<file path="src/rtl/tug_of_war_ctrl_if.sv">
// Tug-of-war controller bus.
// Groups the player/start inputs and the game-state outputs of tug_of_war_ctrl.
//   start, pa, pb        : single-cycle pulses into the controller
//   leds, pos, state     : marker display, marker index, FSM state code
//   a_rnd_win, b_rnd_win : one-cycle round-win pulses
//   a_score, b_score     : rounds won per player
//   match_done           : high while the match is over
//   match_winner         : 0 = A, 1 = B (valid while match_done=1)
// master: the side producing pulses (player logic / testbench)
// slave : the controller itself
interface tug_of_war_ctrl_if #(
  parameter int N          = 4,
  parameter int WIN_ROUNDS = 2
);
  localparam int LED_W   = 2 * N + 1;
  localparam int POS_W   = $clog2(2 * N + 1);
  localparam int SCORE_W = $clog2(WIN_ROUNDS + 1);

  logic               start;
  logic               pa;
  logic               pb;
  logic [LED_W-1:0]   leds;
  logic [POS_W-1:0]   pos;
  logic [1:0]         state;
  logic               a_rnd_win;
  logic               b_rnd_win;
  logic [SCORE_W-1:0] a_score;
  logic [SCORE_W-1:0] b_score;
  logic               match_done;
  logic               match_winner;

  modport master (
    output start, pa, pb,
    input  leds, pos, state, a_rnd_win, b_rnd_win,
           a_score, b_score, match_done, match_winner
  );

  modport slave (
    input  start, pa, pb,
    output leds, pos, state, a_rnd_win, b_rnd_win,
           a_score, b_score, match_done, match_winner
  );
endinterface

</file>
<file path="src/rtl/tug_of_war_ctrl.sv">
// Tug-of-war game controller.
// Consumes one-cycle push pulses from two players, moves a marker across a
// 2N+1 LED bar, scores rounds and declares a match winner.
// Ports:
//   clk : system clock
//   rst : synchronous active-high reset
//   bus : tug_of_war_ctrl_if slave (start/pa/pb in, game state out)
// Every output is a register; leds is kept as the one-hot decode of pos by
// updating both at the same edge from the same value.
module tug_of_war_ctrl #(
  parameter int N           = 4,
  parameter int WIN_ROUNDS  = 2,
  parameter int HOLD_CYCLES = 8
) (
  input  logic             clk,
  input  logic             rst,
  tug_of_war_ctrl_if.slave bus
);
  localparam int LED_W   = 2 * N + 1;
  localparam int POS_W   = $clog2(2 * N + 1);
  localparam int SCORE_W = $clog2(WIN_ROUNDS + 1);
  localparam int HOLD_W  = $clog2(HOLD_CYCLES + 1);

  localparam logic [POS_W-1:0]   POS_CENTRE = POS_W'(N);
  localparam logic [POS_W-1:0]   POS_A_END  = '0;
  localparam logic [POS_W-1:0]   POS_B_END  = POS_W'(2 * N);
  localparam logic [SCORE_W-1:0] SCORE_WIN  = SCORE_W'(WIN_ROUNDS);
  localparam logic [HOLD_W-1:0]  HOLD_LAST  = HOLD_W'(HOLD_CYCLES - 1);

  typedef enum logic [1:0] {
    S_IDLE      = 2'b00,
    S_PLAY      = 2'b01,
    S_ROUND_END = 2'b10,
    S_MATCH_END = 2'b11
  } state_t;

  state_t             st_q;
  logic [POS_W-1:0]   pos_q;
  logic [LED_W-1:0]   leds_q;
  logic [SCORE_W-1:0] a_score_q;
  logic [SCORE_W-1:0] b_score_q;
  logic               a_win_q;
  logic               b_win_q;
  logic               done_q;
  logic               winner_q;
  logic               last_b_q;   // winner of the round being held: 0 = A, 1 = B
  logic [HOLD_W-1:0]  hold_q;

  logic [POS_W-1:0]   step_pos;
  logic               a_hit;
  logic               b_hit;
  logic [SCORE_W-1:0] round_score;

  function automatic logic [LED_W-1:0] onehot(input logic [POS_W-1:0] p);
    onehot = LED_W'(1) << p;
  endfunction

  // Candidate marker position for this cycle's presses; simultaneous
  // presses cancel. Only meaningful in PLAY, where pos is never at an end.
  always_comb begin
    step_pos = pos_q;
    if (bus.pa && !bus.pb)
      step_pos = pos_q - POS_W'(1);
    else if (bus.pb && !bus.pa)
      step_pos = pos_q + POS_W'(1);
    a_hit = (step_pos == POS_A_END);
    b_hit = (step_pos == POS_B_END);
  end

  assign round_score = last_b_q ? b_score_q : a_score_q;

  always_ff @(posedge clk) begin
    if (rst) begin
      st_q      <= S_IDLE;
      pos_q     <= POS_CENTRE;
      leds_q    <= onehot(POS_CENTRE);
      a_score_q <= '0;
      b_score_q <= '0;
      a_win_q   <= 1'b0;
      b_win_q   <= 1'b0;
      done_q    <= 1'b0;
      winner_q  <= 1'b0;
      last_b_q  <= 1'b0;
      hold_q    <= '0;
    end else begin
      a_win_q <= 1'b0;
      b_win_q <= 1'b0;
      unique case (st_q)
        S_IDLE: begin
          if (bus.start)
            st_q <= S_PLAY;
        end

        S_PLAY: begin
          if (a_hit) begin
            pos_q     <= POS_A_END;
            leds_q    <= onehot(POS_A_END);
            a_score_q <= a_score_q + SCORE_W'(1);
            a_win_q   <= 1'b1;
            last_b_q  <= 1'b0;
            hold_q    <= '0;
            st_q      <= S_ROUND_END;
          end else if (b_hit) begin
            pos_q     <= POS_B_END;
            leds_q    <= onehot(POS_B_END);
            b_score_q <= b_score_q + SCORE_W'(1);
            b_win_q   <= 1'b1;
            last_b_q  <= 1'b1;
            hold_q    <= '0;
            st_q      <= S_ROUND_END;
          end else begin
            pos_q  <= step_pos;
            leds_q <= onehot(step_pos);
          end
        end

        // hold_q counts completed ROUND_END cycles; the exit edge is the
        // one that ends the HOLD_CYCLES-th cycle.
        S_ROUND_END: begin
          hold_q <= hold_q + HOLD_W'(1);
          if (hold_q == HOLD_LAST) begin
            if (round_score == SCORE_WIN) begin
              st_q     <= S_MATCH_END;
              done_q   <= 1'b1;
              winner_q <= last_b_q;
            end else begin
              pos_q  <= POS_CENTRE;
              leds_q <= onehot(POS_CENTRE);
              st_q   <= S_PLAY;
            end
          end
        end

        S_MATCH_END: begin
          if (bus.start) begin
            a_score_q <= '0;
            b_score_q <= '0;
            pos_q     <= POS_CENTRE;
            leds_q    <= onehot(POS_CENTRE);
            done_q    <= 1'b0;
            st_q      <= S_PLAY;
          end
        end

        default: st_q <= S_IDLE;
      endcase
    end
  end

  assign bus.leds         = leds_q;
  assign bus.pos          = pos_q;
  assign bus.state        = st_q;
  assign bus.a_rnd_win    = a_win_q;
  assign bus.b_rnd_win    = b_win_q;
  assign bus.a_score      = a_score_q;
  assign bus.b_score      = b_score_q;
  assign bus.match_done   = done_q;
  assign bus.match_winner = winner_q;
endmodule

</file>
<file path="src/flat_wrapper.sv">
// flat-port wrapper written by rule: the top's interface ports become plain ports
module tug_of_war_ctrl_flat 
#(
  parameter int N           = 4,
  parameter int WIN_ROUNDS  = 2,
  parameter int HOLD_CYCLES = 8
)
  (clk, rst, bus_start, bus_pa, bus_pb, bus_leds, bus_pos, bus_state, bus_a_rnd_win, bus_b_rnd_win, bus_a_score, bus_b_score, bus_match_done, bus_match_winner);
  tug_of_war_ctrl_if #(.N(N), .WIN_ROUNDS(WIN_ROUNDS)) bus_i ();
  input  logic clk;
  input  logic rst;
  input wire logic [$bits(bus_i.start)-1:0] bus_start;
  input wire logic [$bits(bus_i.pa)-1:0] bus_pa;
  input wire logic [$bits(bus_i.pb)-1:0] bus_pb;
  output wire logic [$bits(bus_i.leds)-1:0] bus_leds;
  output wire logic [$bits(bus_i.pos)-1:0] bus_pos;
  output wire logic [$bits(bus_i.state)-1:0] bus_state;
  output wire logic [$bits(bus_i.a_rnd_win)-1:0] bus_a_rnd_win;
  output wire logic [$bits(bus_i.b_rnd_win)-1:0] bus_b_rnd_win;
  output wire logic [$bits(bus_i.a_score)-1:0] bus_a_score;
  output wire logic [$bits(bus_i.b_score)-1:0] bus_b_score;
  output wire logic [$bits(bus_i.match_done)-1:0] bus_match_done;
  output wire logic [$bits(bus_i.match_winner)-1:0] bus_match_winner;
  assign bus_i.start = bus_start;
  assign bus_i.pa = bus_pa;
  assign bus_i.pb = bus_pb;
  assign bus_leds = bus_i.leds;
  assign bus_pos = bus_i.pos;
  assign bus_state = bus_i.state;
  assign bus_a_rnd_win = bus_i.a_rnd_win;
  assign bus_b_rnd_win = bus_i.b_rnd_win;
  assign bus_a_score = bus_i.a_score;
  assign bus_b_score = bus_i.b_score;
  assign bus_match_done = bus_i.match_done;
  assign bus_match_winner = bus_i.match_winner;
  tug_of_war_ctrl #(.N(N), .WIN_ROUNDS(WIN_ROUNDS), .HOLD_CYCLES(HOLD_CYCLES)) u_core (.clk(clk), .rst(rst), .bus(bus_i));
endmodule
</file>
<file path="config.mk">
export PLATFORM = sky130hd
export DESIGN_NAME = tug_of_war_ctrl_flat
export DESIGN_NICKNAME = d
export VERILOG_FILES = /design/src/rtl/tug_of_war_ctrl_if.sv /design/src/rtl/tug_of_war_ctrl.sv /design/src/flat_wrapper.sv
export SDC_FILE = /design/constraint.sdc
export NUM_CORES = 1
export LEC_CHECK = 0
export CORE_ASPECT_RATIO = 0.8
export CORE_MARGIN = 4
export CORE_UTILIZATION = 41
export DETAILED_ROUTE_END_ITERATION = 8
export GPL_ROUTABILITY_DRIVEN = 0
export PLACE_DENSITY = 0.68
export SYNTH_ARGS = -nofsm -noshare
export SYNTH_HDL_FRONTEND = slang
export SYNTH_SLANG_ARGS = --single-unit
</file>
<file path="constraint.sdc">
create_clock -name clk -period 6.45 [get_ports clk]
set_input_delay 1.6125 -clock clk [delete_from_list [all_inputs] [get_ports clk]]
set_output_delay 1.6125 -clock clk [all_outputs]
set_load 0.005 [all_outputs]
</file>
# Yosys cells after proc, flatten, opt, wreduce, memory -nomap -nowiden
# Index checks and enable logic that the tools add are counted.
dict set report word_totals {
  register_bits 28
  input_bits 5
  out_inout_bits 23
  wordCells 93
}
dict set report op_classes {
  n_addsub 5
  eq_ne 15
  shift 1
  mux 38
  bitwise_logic 1
  reduce_logical 22
}
# cell count
set op_table {}
lappend op_table {{$mux W9} 5}
lappend op_table {{$mux W4} 9}
lappend op_table {{$pmux W9 S3} 1}
lappend op_table {{$mux W2} 10}
lappend op_table {{$pmux W4 S3} 1}
lappend op_table {{$reduce_and A4 Y1} 3}
lappend op_table {{$ne A2 B1 Y1 const B} 5}
lappend op_table {{$reduce_and A3 Y1} 3}
lappend op_table {{$shl A1 B4 Y9 const A} 1}
lappend op_table {{$add A4 B1 Y4 const B} 2}
lappend op_table {{$pmux W2 S2} 2}
lappend op_table {{$pmux W4 S2} 1}
lappend op_table {{$reduce_bool A2 Y1} 4}
lappend op_table {{$mux W1} 7}
lappend op_table {{$eq A2 B2 Y1 const B} 3}
lappend op_table {{$ne A2 B2 Y1 const B} 3}
lappend op_table {{$pmux W2 S3} 1}
lappend op_table {{$add A2 B1 Y2 const B} 2}
lappend op_table {{$eq A4 B3 Y1 const B} 1}
lappend op_table {{$eq A4 B4 Y1 const B} 1}
lappend op_table {{$logic_not A4 Y1} 1}
lappend op_table {{$reduce_and A2 Y1} 2}
lappend op_table {{$reduce_or A2 Y1} 2}
lappend op_table {{$sub A4 B1 Y4 const B} 1}
lappend op_table {{other kinds (9)} 11}

# Depth between registers and ports, before layout
# Gate-level depths: netlist (run 1).
dict set report depth {
  ltp_word 8
  depth_mapped 8
  ltp_nobuf 7
}

# Worst setup path before layout (run 1)
# OpenSTA, ideal clock, no wires.
dict set report synth_path {
  kind {input-to-reg}
  startpoint {input port bus_pa}
  endpoint {register u_core.b_score_q[0] (netlist: u_core.bus.b_score[0])}
  setup_ns 0.120
  arrival_ns 2.788
  required_time_ns 6.330
  setup_slack_ns 3.543
  cell_stages 6
  path_buffers 1
  path_cell_list {and4bb_2 a211o_2 and3_4 buf_6 and3_4 a211o_1}
}
dict set report synth_via {
  elab_chain_cells 7
  word_cells_on_any_way 10
  classes_between {eq/ne (3); mux (2); reduce/logical (5)}
}
# element line
set synth_rtl {}
lappend synth_rtl {{from (decl)} flat_wrapper.sv:13} ;# input wire logic [$bits(bus_i.pa)-1:0] bus_pa;
lappend synth_rtl {{$logic_not A1 Y1} tug_of_war_ctrl.sv:64} ;# else if (bus.pb && !bus.pa)
lappend synth_rtl {{$logic_and A1 B1 Y1} tug_of_war_ctrl.sv:64}
lappend synth_rtl {{$mux W4} tug_of_war_ctrl.sv:64}
lappend synth_rtl {{$mux W4 (*)} tug_of_war_ctrl.sv:62} ;# if (bus.pa && !bus.pb)
lappend synth_rtl {{$eq A4 B4 Y1 / $logic_not A4 Y1 (equally long branches)} {tug_of_war_ctrl.sv:67, tug_of_war_ctrl.sv:66}}
lappend synth_rtl {{$ne A2 B1 Y1 (no line) / $ne A2 B2 Y1 (equally long branches)} n/a}
lappend synth_rtl {{$reduce_and A4 Y1 (no line) (*)} n/a}
lappend synth_rtl {{to (signal assigned)} tug_of_war_ctrl.sv:106} ;# b_score_q <= b_score_q + SCORE_W'(1);
lappend synth_rtl {{to (decl)} tug_of_war_ctrl.sv:41} ;# logic [SCORE_W-1:0] b_score_q;
# Mark *: on every way between the ends. The rest lies on a longest branch, timed or not.
# A chain may end at the register's enable or synchronous reset.

==> out/results.tsv, run 1 <==
stage	metric	value	unit
clocking	numCtsBuffers	3	
timing	finalSetupViolCount	0	
synthesis	syn-cell-area	1618	um^2
timing	fin_tns_setup	0	ns
floorplan	dieWidth	78.23	um
timing	final.period_utilization	55.90	%
timing	worst_clock_skew	0.004624	ns
clocking	ctsHoldBuffers	0	
synthesis	synth-seq-cells	28	
timing	tightest_slew	0.8596	ns
worst_setup_path	endpoint	u_core.bus.b_score[0]	
power	p_leak	0.7291	nW
global_routing	grt_pass1_wl	6092	um
place	place_worst_setup_slack	2.562	ns
worst_setup_path	worst_path_fanout_max	23	
clocking	ctsHtreeMaxLevel	1	
clocking	ctsRootBufferMaster	sky130_fd_sc_hd__clkbuf_8	
synthesis	ys_types	55	
synthesis	synthesis.nets	204	
drt	vias_per_cell	5.459	
drt	via_count	1474	
final_layout	filler_cell_count	367	
place	dp_hpwl	2740	um
drt	number_of_nets_with_antenna_violations_after_detailed_routing	0	
floorplan	start_util	42.53	%
floorplan	die_area	5021	um^2
worst_setup_path	r2r_slack	4.09	ns
clocking	post_cts_resized	0	
timing	fin_worst_hold_slack	0.4769	ns
timing	setup_slack	2.844	ns
drt	drc	0	
clocking	cts_sinks	28	
synthesis	syn_area_per_cell	8.426	um^2
clocking	postCtsSetupRepairBufs	0	
clocking	clk_latency	0.27	ns
timing	maxSlewHeadroom	42.51	%
floorplan	floorplan.rows	20	
final_layout	area_taken_by_multi_input_logic_gates	977.2	um^2
final_layout	seqCellArea	560.5	um^2
global_routing	grt_pass1_vias	1331	
synthesis	ys.flop_type	sky130_fd_sc_hd__dfxtp_1	
worst_setup_path	worst_r2r_src	u_core.bus.pos[0]	
worst_setup_path	crit_path_end_kind	flop	
final_layout	layout.nets	228	
min_path	holdCritPathClass	reg2reg	
timing	achievable-frequency	0.2773	GHz
power	vdd.ir_drop.worst	0.0001155	V
global_routing	grt_max_degree	24	
power	cellPowerDensity	319.6	nW/um^2
timing	report.final.hold_viol_count	0	
synthesis	ys_warnings	0	
timing	final-max-slew-violation-count	0	
timing	setup_repair_after_global_routing_missed_its_margin	false	
final_layout	flow.area_growth_from_synthesis	22.97	%
worst_setup_path	setup.worst_path.start	rst	
synthesis	synthCells	192	
floorplan	pin_count	28	
worst_setup_path	worst-r2r-cell-count	7	
worst_setup_path	critPathLaunchType	input port	
global_routing	grt_antenna_before_repair	0	
worst_setup_path	critical_path_required	6.62	ns
clocking	ctsLongestPathBuffers	2	
final_layout	final_layout_size_suffix_gt1_share	9.302	%
timing	post-route-min-period	3.606	ns
outcome	result_of_the_run	complete, no violations	
final_layout	antennaDiodeCount	0	
drt	detail_route.wl_per_cell	13.54	um
drt	drt_first_iter_violations	68	
clocking	tritoncts_clock_tree	done	
drt	wirelength	3657	um
run	maxCapViolations	0	
floorplan	die_span_in_y	64.19	um
clocking	cts.reportedPaths.clkPinSlew	0.10	ns
global_routing	grt_use_total	14.80	%
worst_setup_path	worst-setup-path-type	in2reg	
synthesis	ys_async_sr_fraction	0	%
synthesis	synth.yosys.seq_area_share	34.65	%
global_routing	globalRouteOverflowTotal	0	
place	port_buffers	27	
worst_setup_path	timing.rr.end	u_core.hold_q[2]	
drt	detail_route.first_pass.iterations	4	
synthesis	synth_enable_flop_cells	0	
worst_setup_path	cp.arrival	3.78	ns
floorplan	core-area	3804	um^2
power	design_power_total	635.8	uW
==> cell type report <==
cell class                 count  share of cell area [%]
inverter                      11                   2.075
clock buffer                   3                   2.075
multi-input combinational    145                   49.12
tap                           55                   3.459
sequential                    28                   28.18
clock inverter                 1                   1.509
timing repair buffer          27                   13.58
==> critical path: stages <==
cell and delay (ns):
sky130_fd_sc_hd__clkdlybuf4s50_1 1.03, sky130_fd_sc_hd__inv_1 0.33, sky130_fd_sc_hd__nand2_1 0.29, sky130_fd_sc_hd__nor3_1 0.07, sky130_fd_sc_hd__and3_4 0.19, sky130_fd_sc_hd__a211o_1 0.25
==> state kept, by name, summed over array words and instances, names as in the netlist <==
signal	flops
u_core.bus.state	2
u_core.bus.match_winner	1
u_core.bus.b_score	2
u_core.bus.a_score	2
u_core.last_b_q	1
u_core.bus.pos	4
u_core.hold_q	4
u_core.bus.b_rnd_win	1
u_core.bus.leds	9
u_core.bus.match_done	1
u_core.bus.a_rnd_win	1
==> routing by layer <==
| layer | vias up | share of wire (%) | GRT usage, % | routed length, um |
|---|---|---|---|---|
| met5 | - | 0 | 0 | 0 |
| met4 | 0 | 0.46 | 3.275 | 17 |
| met3 | 2 | 5.2 | 3.944 | 190 |
| met2 | 33 | 45 | 22.97 | 1641 |
| met1 | 692 | 49 | 20.51 | 1808 |
| li1 | 747 | - | - | - |
==> cells in the mapped netlist, types with 2 or more instances <==
| library cell | instances | share of area (%) |
|---|---|---|
| sky130_fd_sc_hd__a211o_1 | 2 | 1.1 |
| sky130_fd_sc_hd__a21oi_1 | 14 | 4.3 |
| sky130_fd_sc_hd__a22o_1 | 4 | 2.2 |
| sky130_fd_sc_hd__a22oi_1 | 2 | 0.93 |
| sky130_fd_sc_hd__a32o_1 | 3 | 1.9 |
| sky130_fd_sc_hd__and2b_2 | 2 | 1.1 |
| sky130_fd_sc_hd__and3_1 | 2 | 0.77 |
| sky130_fd_sc_hd__and3_4 | 2 | 1.4 |
| sky130_fd_sc_hd__clkbuf_1 | 6 | 1.4 |
| sky130_fd_sc_hd__dfxtp_1 | 28 | 35 |
| sky130_fd_sc_hd__ha_1 | 7 | 5.4 |
| sky130_fd_sc_hd__inv_1 | 11 | 2.6 |
| sky130_fd_sc_hd__mux2i_1 | 2 | 1.2 |
| sky130_fd_sc_hd__nand2_1 | 16 | 3.7 |
| sky130_fd_sc_hd__nand3_1 | 13 | 4.0 |
| sky130_fd_sc_hd__nand3b_1 | 6 | 2.8 |
| sky130_fd_sc_hd__nor2_1 | 13 | 3.0 |
| sky130_fd_sc_hd__nor2b_1 | 3 | 1.2 |
| sky130_fd_sc_hd__nor3_1 | 6 | 1.9 |
| sky130_fd_sc_hd__nor3b_1 | 2 | 0.93 |
| sky130_fd_sc_hd__o211ai_1 | 2 | 0.93 |
| sky130_fd_sc_hd__o21ai_0 | 10 | 3.1 |
| sky130_fd_sc_hd__o21bai_1 | 2 | 0.93 |
| sky130_fd_sc_hd__or3_1 | 2 | 0.77 |
| sky130_fd_sc_hd__xnor2_1 | 2 | 1.1 |
==> per-stage QoR <==
| step | instance area (um^2) | cells | util [%] |
|---|---|---|---|
| 6_report | 1989 | 270 | 52.30 |
| 5_1_grt | 1989 | 270 | 52.30 |
| 4_1_cts | 1989 | 270 | 52.30 |
| 3_5_place_dp | 1918 | 266 | 50.43 |
| 3_3_place_gp | 1918 | 266 | 50.43 |
| 2_1_floorplan | 1618 | 192 | - |
==> cell families (layout without fill, tap and decap cells) <==
kind of cell | after synthesis | in the layout | synth area share (%)
and+or+nand+nor | 80 | 80 | 28.38
xor gates and xnor gates | 4 | 4 | 2.630
adders and majority gates | 7 | 7 | 5.414
buffers and inverters | 19 | 42 | 4.949
AOI/OAI and AO/OA | 51 | 51 | 22.04
DFF | 28 | 28 | 34.65
muxes | 3 | 3 | 1.933
==> cells in the final DEF (no fill, tap or decap), types with 2 or more instances in the layout <==
cell / instances
sky130_fd_sc_hd__xnor2_1: 2
sky130_fd_sc_hd__a21oi_1: 14
sky130_fd_sc_hd__ha_1: 7
sky130_fd_sc_hd__a22oi_1: 2
sky130_fd_sc_hd__o21bai_1: 2
sky130_fd_sc_hd__and2b_2: 2
sky130_fd_sc_hd__and3_4: 2
sky130_fd_sc_hd__a211o_1: 2
sky130_fd_sc_hd__nand2_1: 16
sky130_fd_sc_hd__inv_1: 11
sky130_fd_sc_hd__dfxtp_1: 28
sky130_fd_sc_hd__mux2i_1: 2
sky130_fd_sc_hd__a32o_1: 3
sky130_fd_sc_hd__nor3_1: 6
sky130_fd_sc_hd__o21ai_0: 10
sky130_fd_sc_hd__nand3b_1: 6
sky130_fd_sc_hd__clkdlybuf4s50_1: 27
sky130_fd_sc_hd__and3_1: 2
sky130_fd_sc_hd__a22o_1: 4
sky130_fd_sc_hd__or3_1: 2
sky130_fd_sc_hd__o211ai_1: 2
sky130_fd_sc_hd__nor3b_1: 2
sky130_fd_sc_hd__nand3_1: 13
sky130_fd_sc_hd__clkbuf_8: 3
sky130_fd_sc_hd__nor2_1: 13
sky130_fd_sc_hd__nor2b_1: 3
==> power breakdown <==
| part | internal, mW | total, mW | switching, mW |
|---|---|---|---|
| clock network | 0.0831 | 0.138 | 0.0547 |
| logic | 0.118 | 0.279 | 0.161 |
| registers | 0.195 | 0.219 | 0.0239 |
| total | 0.396 | 0.636 | 0.240 |
==> how the worst min path moves through the flow <==
| stage | endpoint | slack [ns] | from | depth (start not counted) |
|---|---|---|---|---|
| 2_1_floorplan | u_core.hold_q[3] | 0.46 | u_core.hold_q[3] | 2 |
| 3_3_place_gp | u_core.bus.leds[7] | 0.46 | u_core.bus.leds[7] | 1 |
| 3_5_place_dp | u_core.bus.leds[7] | 0.46 | u_core.bus.leds[7] | 1 |
| 4_1_cts | u_core.bus.leds[7] | 0.49 | u_core.bus.leds[7] | 1 |
| 5_1_grt | u_core.bus.leds[1] | 0.51 | u_core.bus.leds[1] | 1 |
| 6_report | u_core.bus.leds[7] | 0.48 | u_core.bus.leds[7] | 1 |
No activity file was read; power rests on OpenSTA's default activity.
==> run 2: changes to the inputs <==
--- a/config.mk
+++ b/config.mk
@@ -10,7 +10,7 @@
 export CORE_UTILIZATION = 41
 export DETAILED_ROUTE_END_ITERATION = 8
 export GPL_ROUTABILITY_DRIVEN = 0
-export PLACE_DENSITY = 0.68
+export PLACE_DENSITY = 0.71
 export SYNTH_ARGS = -nofsm -noshare
 export SYNTH_HDL_FRONTEND = slang
 export SYNTH_SLANG_ARGS = --single-unit
==> constraint.sdc (replaced) <==
create_clock -name clk -period 3.08 [get_ports clk]
set_input_delay 0.77 -clock clk [delete_from_list [all_inputs] [get_ports clk]]
set_output_delay 0.77 -clock clk [all_outputs]
set_load 0.005 [all_outputs]
==> run 2 against run 1 <==
Compared with the run above: combinational power rose by 110%; first-iteration DRC count rose by 120%; clock-buffer cell count did not move; hold slack improved by 0.0030 ns; final cell count rose by 0.74%; clock skew barely moved; utilization rose by 0.39 points; clock power rose by 110%; sequential share of layout area fell by 0.21 points; critical path depth did not move; register-to-register slack got worse by 3.3 ns.
==> out/results.tsv, run 2 (synthesis gave the netlist of run 1 again) <==
stage	metric	value	unit
final_layout	flow.area_growth_from_synthesis	23.90	%
timing	report.final.hold_viol_count	0	
floorplan	floorplan.rows	20	
clocking	post_cts_resized	0	
worst_setup_path	cp_top_family	buffers and inverters	
outcome	result_of_the_run	complete, no violations	
floorplan	die_span_in_y	64.19	um
worst_setup_path	crit_slowest_cell	sky130_fd_sc_hd__clkdlybuf4s50_1	
final_layout	antennaDiodeCount	0	
worst_setup_path	critPathLaunchType	input port	
global_routing	grt_antenna_before_repair	0	
worst_setup_path	worst_path_fanout_max	7	
drt	number_of_nets_with_antenna_violations_after_detailed_routing	0	
drt	drt_first_iter_violations	147	
power	cellPowerDensity	671.7	nW/um^2
timing	maxSlewHeadroom	68.01	%
power	netSwitchingFraction	37.51	%
run	maxCapViolations	0	
global_routing	grt_pass1_wl	6106	um
drt	via_count	1459	
drt	vias_per_cell	5.364	
floorplan	dieWidth	78.23	um
worst_setup_path	critical_path.cell_chain	clkdlybuf4s50_1, and2b_2, a22oi_2, xor2_1, and2_2, o211ai_1	
global_routing	grt_pass1_vias	1341	
worst_setup_path	crit_path_end_kind	flop	
worst_setup_path	critical_path_required	3.24	ns
drt	detail_route.first_pass.iterations	4	
clocking	cts_sinks	28	
clocking	clk_latency	0.28	ns
global_routing	globalRouteOverflowTotal	0	
clocking	ctsHoldBuffers	0	
place	port_buffers	27	
final_layout	layout.cell_area.non_filler	2004	um^2
drt	detail_route.wl_per_cell	13.10	um
clocking	tritoncts_clock_tree	done	
final_layout	seqCellArea	560.5	um^2
floorplan	start_util	42.53	%
clocking	ctsLongestPathBuffers	2	
timing	achievable-frequency	0.4127	GHz
worst_setup_path	worst-r2r-cell-count	7	
power	p_leak	0.7385	nW
final_layout	filler_cell_count	374	
worst_setup_path	cp.arrival	2.59	ns
timing	fin_tns_setup	0	ns
timing	final.period_utilization	78.66	%
timing	worst_clock_skew	0.005089	ns
clocking	postCtsSetupRepairBufs	0	
min_path	min_path_cells	2	
final_layout	most-common-layout-cells	28 x sky130_fd_sc_hd__dfxtp_1, 27 x sky130_fd_sc_hd__clkdlybuf4s50_1, 16 x sky130_fd_sc_hd__nand2_1	
power	vdd.ir_drop.worst	0.0002477	V
final_layout	layout.nets	230	
worst_setup_path	worst_stage_delay_on_the_critical_path	0.57	ns
final_layout	largest_register_ff_count	9	
place	dp_hpwl	2633	um
power	p_clk_share	21.7	%
drt	wirelength	3562	um
global_routing	grt_max_degree	23	
power	internal_power	841.2	uW
global_routing	grt_use_total	14.91	%
final_layout	layout.cells.most_common	sky130_fd_sc_hd__dfxtp_1	
clocking	ctsHtreeMaxLevel	1	
floorplan	core-area	3804	um^2
timing	setup_repair_after_global_routing_missed_its_margin	false	
place	place_area	1933	um^2
power	pwr-share-seq	34.2	%
final_layout	area_taken_by_multi_input_logic_gates	977.2	um^2
timing	finalSetupViolCount	0	
worst_setup_path	timing.critical_path.depth	6	
min_path	holdCritPathClass	reg2reg	
clocking	numCtsBuffers	3	
worst_setup_path	worst-setup-path-type	in2reg	
clocking	ctsRootBufferMaster	sky130_fd_sc_hd__clkbuf_8	
drt	drc	0	
power	p_switching	505.1	uW
timing	post-route-min-period	2.423	ns
timing	tightest_slew	0.4777	ns
power	power.combinational.fraction	44.2	%
timing	final-max-slew-violation-count	0	
final_layout	final_layout_size_suffix_gt1_share	10.14	%
clocking	cts.reportedPaths.clkPinSlew	0.10	ns
worst_setup_path	worst-path-buf-inv	1	
floorplan	die_area	5021	um^2
final_layout	layout.core_utilization	52.70	%
floorplan	pin_count	28	
## run 2: cell types whose count changed in the layout (fill, tap and decap cells not counted)
cell and delta:
sky130_fd_sc_hd__buf_4 +2
## run 2: power groups by stage
stage	combinational [mW]	sequential [mW]	clock [mW]
global route	0.658	0.469	0.313
finish	0.594	0.460	0.292
global placement	0.588	0.468	0
CTS	0.594	0.459	0.298
floorplan	0.403	0.462	0
detailed placement	0.587	0.467	0
## run 2: metal layers
layer	routed length, um	up-vias	track usage [%]	share of wire [%]
met5	0	-	0	0
met4	29	0	4.585	0.81
met3	179	4	4.225	5.0
met2	1519	30	22.12	43
met1	1834	671	20.82	51
li1	-	754	-	-
## run 2: stage by stage
| stage | worst slack [ns] | total power, mW | cells | hold slack [ns] |
|---|---|---|---|---|
| after detailed placement | 0.3516 | 1.054 | 268 | 0.4641 |
| after global placement | 0.3891 | 1.057 | 268 | 0.4580 |
| after CTS | 0.6432 | 1.351 | 272 | 0.4856 |
| after floorplan | 0.9243 | 0.8655 | 192 | 0.4577 |
| final | 0.6572 | 1.346 | 272 | 0.4799 |
| after global routing | 0.4445 | 1.440 | 272 | 0.5093 |
## run 2: tightest hold or removal path: cells and delay by family (launching register included)
family,cells,cell delay (ns)
AO/OA/AOI/OAI,1,0.06
AND/OR/NAND/NOR,1,0.06
flip-flops,1,0.32
## run 2: final timing paths
kind,start,to,slack [ns]
worst max-delay path,bus_pa,u_core.bus.a_score[0],0.66
worst min-delay path,u_core.bus.leds[8],u_core.bus.leds[8],0.48
worst max register to register,u_core.bus.pos[0],u_core.bus.state[1],0.80
worst min register to register,u_core.bus.leds[8],u_core.bus.leds[8],0.48
## run 2: cell type report
cell class | count | share of cell area (%)
multi-input combinational | 145 | 48.75
sequential | 28 | 27.97
timing repair buffer | 29 | 14.23
tap | 55 | 3.433
clock buffer | 3 | 2.060
inverter | 11 | 2.060
clock inverter | 1 | 1.498
